### config.mk
export PLATFORM = sky130hd
export DESIGN_NAME = instruction_fetch
export DESIGN_NICKNAME = d
export VERILOG_FILES = /design/src/rtl/instruction_fetch_pkg.sv /design/src/rtl/instruction_fetch_pc_register.sv /design/src/rtl/instruction_fetch.sv
export SDC_FILE = /design/constraint.sdc
export NUM_CORES = 1
export LEC_CHECK = 0
export CAP_MARGIN = 20
export CORE_MARGIN = 1.5
export CORE_UTILIZATION = 43
export CTS_CLUSTER_DIAMETER = 150
export DETAILED_ROUTE_END_ITERATION = 7
export PLACE_DENSITY_LB_ADDON = 0.08
export SLEW_MARGIN = 25
export SYNTH_ARGS = -nofsm -noshare
export SYNTH_HDL_FRONTEND = slang
export SYNTH_SLANG_ARGS = --single-unit
### constraint.sdc
create_clock -name clk -period 4.8 [get_ports clk]
set_input_delay 0.48 -clock clk [delete_from_list [all_inputs] [get_ports clk]]
set_output_delay 0.48 -clock clk [all_outputs]
set_load 0.005 [all_outputs]
### src/rtl/instruction_fetch_pkg.sv
`default_nettype none
// +----------------------------------------------------------------------+
// | instruction_fetch_pkg: ISA field positions and type codes            |
// | Rev 1.0                                                              |
// +----------------------------------------------------------------------+
package instruction_fetch_pkg;

    // Field positions are shared with the control unit.
    localparam int TYPE_MSB = 31;
    localparam int TYPE_LSB = 29;
    localparam int OP_MSB   = 28;
    localparam int OP_LSB   = 24;

    typedef enum logic [2:0] {
        TYPE_BRANCH = 3'b000,
        TYPE_ALU    = 3'b001,
        TYPE_CONST  = 3'b010,
        TYPE_MEM    = 3'b100,
        TYPE_JUMP   = 3'b110
    } instr_type_e;

endpackage : instruction_fetch_pkg
`default_nettype wire

### src/rtl/instruction_fetch_pc_register.sv
`default_nettype none
// +----------------------------------------------------------------------+
// | pc_register: program counter, first-fetch flag and next-PC select    |
// | Rev 1.0                                                              |
// +----------------------------------------------------------------------+
module pc_register #(
    parameter int                ADDR_W   = 16,
    parameter logic [ADDR_W-1:0] RESET_PC = '0
) (
    input  logic              clk,
    input  logic              reset,
    input  logic              load,
    input  logic              br_taken,
    input  logic [ADDR_W-1:0] br_target,
    output logic [ADDR_W-1:0] pc,
    output logic [ADDR_W-1:0] pc_link
);

    logic              first;
    logic [ADDR_W-1:0] nxt;

    assign pc_link = pc + ADDR_W'(1);

    // The first fetch after reset always goes to RESET_PC regardless of branch inputs.
    always_comb begin
        nxt = pc_link;
        if (first) begin
            nxt = RESET_PC;
        end else if (br_taken) begin
            nxt = br_target;
        end
    end

    always_ff @(posedge clk) begin
        if (reset) begin
            pc    <= RESET_PC;
            first <= 1'b1;
        end else if (load) begin
            pc    <= nxt;
            first <= 1'b0;
        end
    end

endmodule : pc_register
`default_nettype wire

### src/rtl/instruction_fetch.sv
`default_nettype none
// +----------------------------------------------------------------------+
// | instruction_fetch: PC, IR and req/ack fetch from instruction memory  |
// | Rev 1.0                                                              |
// +----------------------------------------------------------------------+
module instruction_fetch
    import instruction_fetch_pkg::*;
#(
    parameter int                ADDR_W   = 16,
    parameter int                INSTR_W  = 32,
    parameter logic [ADDR_W-1:0] RESET_PC = '0,
    parameter int                MAX_WAIT = 15
) (
    input  logic               clk,
    input  logic               reset,
    input  logic               w_pc,
    input  logic               br_taken,
    input  logic [ADDR_W-1:0]  br_target,
    output logic               im_req,
    output logic [ADDR_W-1:0]  im_addr,
    input  logic [INSTR_W-1:0] im_rdata,
    input  logic               im_ack,
    output logic [ADDR_W-1:0]  pc,
    output logic [ADDR_W-1:0]  pc_link,
    output logic [INSTR_W-1:0] instr,
    output logic [2:0]         instr_type,
    output logic [4:0]         op,
    output logic               valid,
    output logic               busy,
    output logic               fault
);

    localparam int CNT_W = $clog2(MAX_WAIT + 1);

    localparam logic [0:0] S_IDLE = 1'b0;
    localparam logic [0:0] S_REQ  = 1'b1;

    logic [0:0]       state;
    logic [CNT_W-1:0] cnt;
    logic             load;

    assign load = (state == S_IDLE) && w_pc;

    pc_register #(
        .ADDR_W   (ADDR_W),
        .RESET_PC (RESET_PC)
    ) u_pc_register (
        .clk       (clk),
        .reset     (reset),
        .load      (load),
        .br_taken  (br_taken),
        .br_target (br_target),
        .pc        (pc),
        .pc_link   (pc_link)
    );

    // The request address is the PC itself: both load on the same edge and hold through REQ.
    assign im_addr    = pc;
    assign im_req     = (state == S_REQ);
    assign busy       = (state == S_REQ);
    assign instr_type = instr[TYPE_MSB:TYPE_LSB];
    assign op         = instr[OP_MSB:OP_LSB];

    always_ff @(posedge clk) begin
        if (reset) begin
            state <= S_IDLE;
            cnt   <= '0;
            instr <= '0;
            valid <= 1'b0;
            fault <= 1'b0;
        end else begin
            valid <= 1'b0;
            case (state)
                S_IDLE: begin
                    if (w_pc) begin
                        state <= S_REQ;
                        cnt   <= '0;
                    end
                end
                S_REQ: begin
                    // A strobe while a fetch is outstanding is an overrun and is dropped.
                    if (w_pc) begin
                        fault <= 1'b1;
                    end
                    if (im_ack) begin
                        instr <= im_rdata;
                        valid <= 1'b1;
                        state <= S_IDLE;
                    end else if (cnt == CNT_W'(MAX_WAIT)) begin
                        fault <= 1'b1;
                        state <= S_IDLE;
                    end else begin
                        cnt <= cnt + CNT_W'(1);
                    end
                end
                default: state <= S_IDLE;
            endcase
        end
    end

endmodule : instruction_fetch
`default_nettype wire
==> out/qor_table.md <==
| Parameter | Reported |
|---|---|
| Max Used Layer | met4 |
| Placeable core region | 0.006314 mm2 |
| Sequential-to-total area share from yosys stat | 40.02% |
| Endpoint arrival time on the critical path | 2.42 ns |
| Netlist area before placement | 0.002801 mm2 |
| Initial cell density of the core | 44.37% |
| Clock tree root buffer cell | sky130_fd_sc_hd__clkbuf_8 |
| Longest individual stage delay on the worst path | 0.53 ns |
| Highest clock frequency the design can meet | 0.3452 GHz |
| Total placed cells including tap cells | 525 |
| Number of failing hold endpoints at the final stage | 0 |
| Most frequent cells after synthesis | sky130_fd_sc_hd__nand2_1, sky130_fd_sc_hd__dfxtp_1, sky130_fd_sc_hd__a21oi_1, sky130_fd_sc_hd__buf_4, sky130_fd_sc_hd__nor2_1 |
| Met2 wire length | 3875 um |
| Diode count | 0 |
| Tightest Pin Transition | 0.7153 ns |
| Post-route met1 wirelength | 3170 um |
| Critical Path, Cell by Cell | ha_1, nand3_4, or4_4, xnor2_1, clkdlybuf4s50_1 |
| Library cell occupying the most area in the post-synthesis netlist | sky130_fd_sc_hd__dfxtp_1 |
| Worst IR drop on VDD | 154.6 uV |
| Cts repair resizes | 0 |
| Total detailed-routing wirelength | 7598 um |
| Headroom to the max-slew limit | 52.16% |
| Critical-path maximum fanout | 8 |
| IO Pins | 145 |
| Unrepaired setup endpoints after global routing | false |
| # hold bufs at CTS | 0 |
| NumNets Final | 510 |
| Top post-synthesis cells by area | sky130_fd_sc_hd__dfxtp_1, sky130_fd_sc_hd__nand2_1, sky130_fd_sc_hd__buf_4 |
| Worst hold slack | 0.4571 ns |
| Area of all placed cells without fillers | 0.004155 mm2 |
| Number of DRC markers after the initial detailed-route iteration | 108 |
| Number of standard-cell rows in the floorplan | 29 |
| Remaining antenna violation count after routing | 0 |
| Layout Skew | 0.008037 ns |
| Post-synthesis average cell area | 8.004 um2 |
| Port buffer count | 144 |
| Via count of the routed design | 2863 |
| Final weighted congestion of routability-driven global placement | 0.8948 |
| Leading register cell type out of synthesis | sky130_fd_sc_hd__dfxtp_1 |
| Grt ovf | 0 |
| Leakage dissipation | 1.433 nW |
| X dimension of the die | 83.72 um |
| # clock sinks | 56 |
| Clock slew at the register clock pins of the worst setup and hold paths | 0.10 ns |
| Global-route usage over all layers | 21.20% |
| Clk Latency, worst-skew pair | 0.31 ns |
| Die area | 0.007008 mm2 |
| Startpoint type of the worst setup path | register |
| Element type at the critical path end | output pin |
| Fin cells | 533 |
| Detailed Place HPWL | 5497 um |
| Number of levels in the clock H-tree | 2 |
| Cell area reported after detailed placement | 0.004066 mm2 |
| Share of final-layout standard cells stronger than drive strength 1 | 4.605% |
| Worst EP required | 4.32 ns |
| Cell with the most instances after synthesis | sky130_fd_sc_hd__nand2_1 |
| Accumulated negative setup slack | 0 ns |
| Total iterations of the first detailed-routing run | 4 |
| Critical path class | reg2out |
| TritonCTS buffer count | 5 |
| Part of the cycle the worst path needs | 60.35% |
| Worst hold path class | reg2reg |
| Number of distinct library cell variants in the gate-level netlist after synthesis | 52 |
| Count of warnings emitted by yosys | 0 |
| Total met3 wirelength after detailed routing | 488 um |
| Portion of synthesized cell area occupied by the leading cell type | 40.02% |
| Synthesized instance count | 350 |
| Number of global-route vias before repair | 2556 |
| First-pass GRT wire length | 12250 um |
| Run status | complete, no violations |
| Synthesized Nets | 405 |
| Worst path slowest cell | sky130_fd_sc_hd__or4_4 |
| Power density over cell area | 218.6 mW/mm2 |
| Vias per inst | 5.371 |
| DRC viols | 0 |
| Max-capacitance violation count | 0 |
| Proportion of synthesized flip-flops having asynchronous set or reset | 0% |
| Antenna violations before repair | 0 |
| Number of flops mapped to enable cells by yosys | 0 |
| WL/cell | 14.26 um |
| CTS tree | built |
| Setup-violating endpoint count in the final report | 0 |
| Flip-flop and latch count after synthesis | 56 |
| Post-CTS setup-driven buffer insertion count | 0 |
| Largest net degree at the start of global routing | 58 |
| Synthesis-to-layout area growth | 48.33% |
| Die height | 83.72 um |
| Final critical-path required period | 2.897 ns |
| Number of pins with negative max-slew slack in the final report | 0 |
| Maximum root-to-sink buffer count | 2 |
-- power breakdown --
part	internal, mW	total (mW)	switching, mW
registers	0.480	0.497	0.0171
clock network	0.105	0.258	0.154
logic	0.0940	0.154	0.0598
total	0.678	0.909	0.230
-- placed cells by master (no fill, tap or decap), types with 2 or more instances in the layout --
| cell type | instances |
|---|---|
| sky130_fd_sc_hd__nor2_1 | 16 |
| sky130_fd_sc_hd__nor2b_1 | 3 |
| sky130_fd_sc_hd__o22ai_1 | 3 |
| sky130_fd_sc_hd__a21oi_1 | 37 |
| sky130_fd_sc_hd__nor3_1 | 9 |
| sky130_fd_sc_hd__o21a_1 | 2 |
| sky130_fd_sc_hd__and3_1 | 4 |
| sky130_fd_sc_hd__o2bb2ai_1 | 5 |
| sky130_fd_sc_hd__nand3_1 | 7 |
| sky130_fd_sc_hd__ha_1 | 2 |
| sky130_fd_sc_hd__inv_1 | 4 |
| sky130_fd_sc_hd__xnor2_1 | 8 |
| sky130_fd_sc_hd__dfxtp_1 | 56 |
| sky130_fd_sc_hd__a22oi_1 | 7 |
| sky130_fd_sc_hd__o31ai_1 | 2 |
| sky130_fd_sc_hd__nand2b_1 | 2 |
| sky130_fd_sc_hd__and2_1 | 2 |
| sky130_fd_sc_hd__nor4_1 | 2 |
| sky130_fd_sc_hd__nand4_1 | 6 |
| sky130_fd_sc_hd__clkdlybuf4s50_1 | 143 |
| sky130_fd_sc_hd__xor2_1 | 5 |
| sky130_fd_sc_hd__nand3_4 | 2 |
| sky130_fd_sc_hd__mux2i_1 | 3 |
| sky130_fd_sc_hd__a21o_1 | 3 |
| sky130_fd_sc_hd__a31oi_1 | 2 |
| sky130_fd_sc_hd__o21ai_0 | 10 |
| sky130_fd_sc_hd__or3_1 | 2 |
| sky130_fd_sc_hd__clkbuf_8 | 5 |
| sky130_fd_sc_hd__nand2_1 | 77 |
-- cell families (layout without fill, tap and decap cells) --
logic type	after synthesis	in the layout	share of synthesized area, %
fa+ha+maj	2	2	0.8931
flops	56	56	40.02
simple gates	145	145	25.46
compound gates	80	80	17.87
xor+xnor	13	13	4.064
mux	4	4	1.474
buf+inv	50	156	10.23
-- final cells by class --
| cell class | count | area, um2 |
|---|---|---|
| Inverter | 4 | 15.01 |
| Sequential cell | 56 | 1121 |
| Tap cell | 77 | 96.34 |
| Fill cell | 580 | 2158 |
| Clock inverter | 2 | 13.76 |
| Timing Repair Buffer | 144 | 1439 |
| Multi-Input combinational cell | 244 | 1398 |
| Clock buffer | 6 | 72.57 |
-- flip-flops by register name, indices dropped and copies added (netlist names) --
| name | flops |
|---|---|
| cnt | 4 |
| u_pc_register.first | 1 |
| busy | 1 |
| fault | 1 |
| instr | 32 |
| valid | 1 |
| u_pc_register.pc | 16 |
-- per-layer routing --
metal / up-vias / GRT usage, %
li1: 1400 / -
met1: 1336 / 26.87
met2: 120 / 37.39
met3: 7 / 4.154
met4: 0 / 4.471
met5: - / 0
-- path summary, 6_finish.rpt --
path / start / end / slack, ns / depth (start not counted)
max: u_pc_register.pc[0] / pc_link[12] / 1.90 / 5
min: instr[12] / instr[12] / 0.46 / 2
max reg2reg: u_pc_register.pc[0] / u_pc_register.pc[12] / 2.98 / 5
min reg2reg: instr[12] / instr[12] / 0.46 / 2
-- critical path: cells and delay by family (launching register included) --
kind | cells | cell delay (ns)
and+or+nand+nor | 2 | 0.67
adders and majority gates | 1 | 0.33
DFF | 1 | 0.45
buffers and inverters | 1 | 0.51
xor gates and xnor gates | 1 | 0.15
-- stage by stage --
stage / total power [mW] / setup WS [ns] / util (%)
CTS: 0.9197 / 1.868 / 65.77
detailed placement: 0.6617 / 2.175 / 64.41
global placement: 0.6593 / 2.188 / 64.35
finish: 0.9085 / 1.903 / 65.81
global route: 0.9550 / 1.672 / 65.81
floorplan: 0.5682 / 2.814 / -
(Power assumes the default switching activity.)
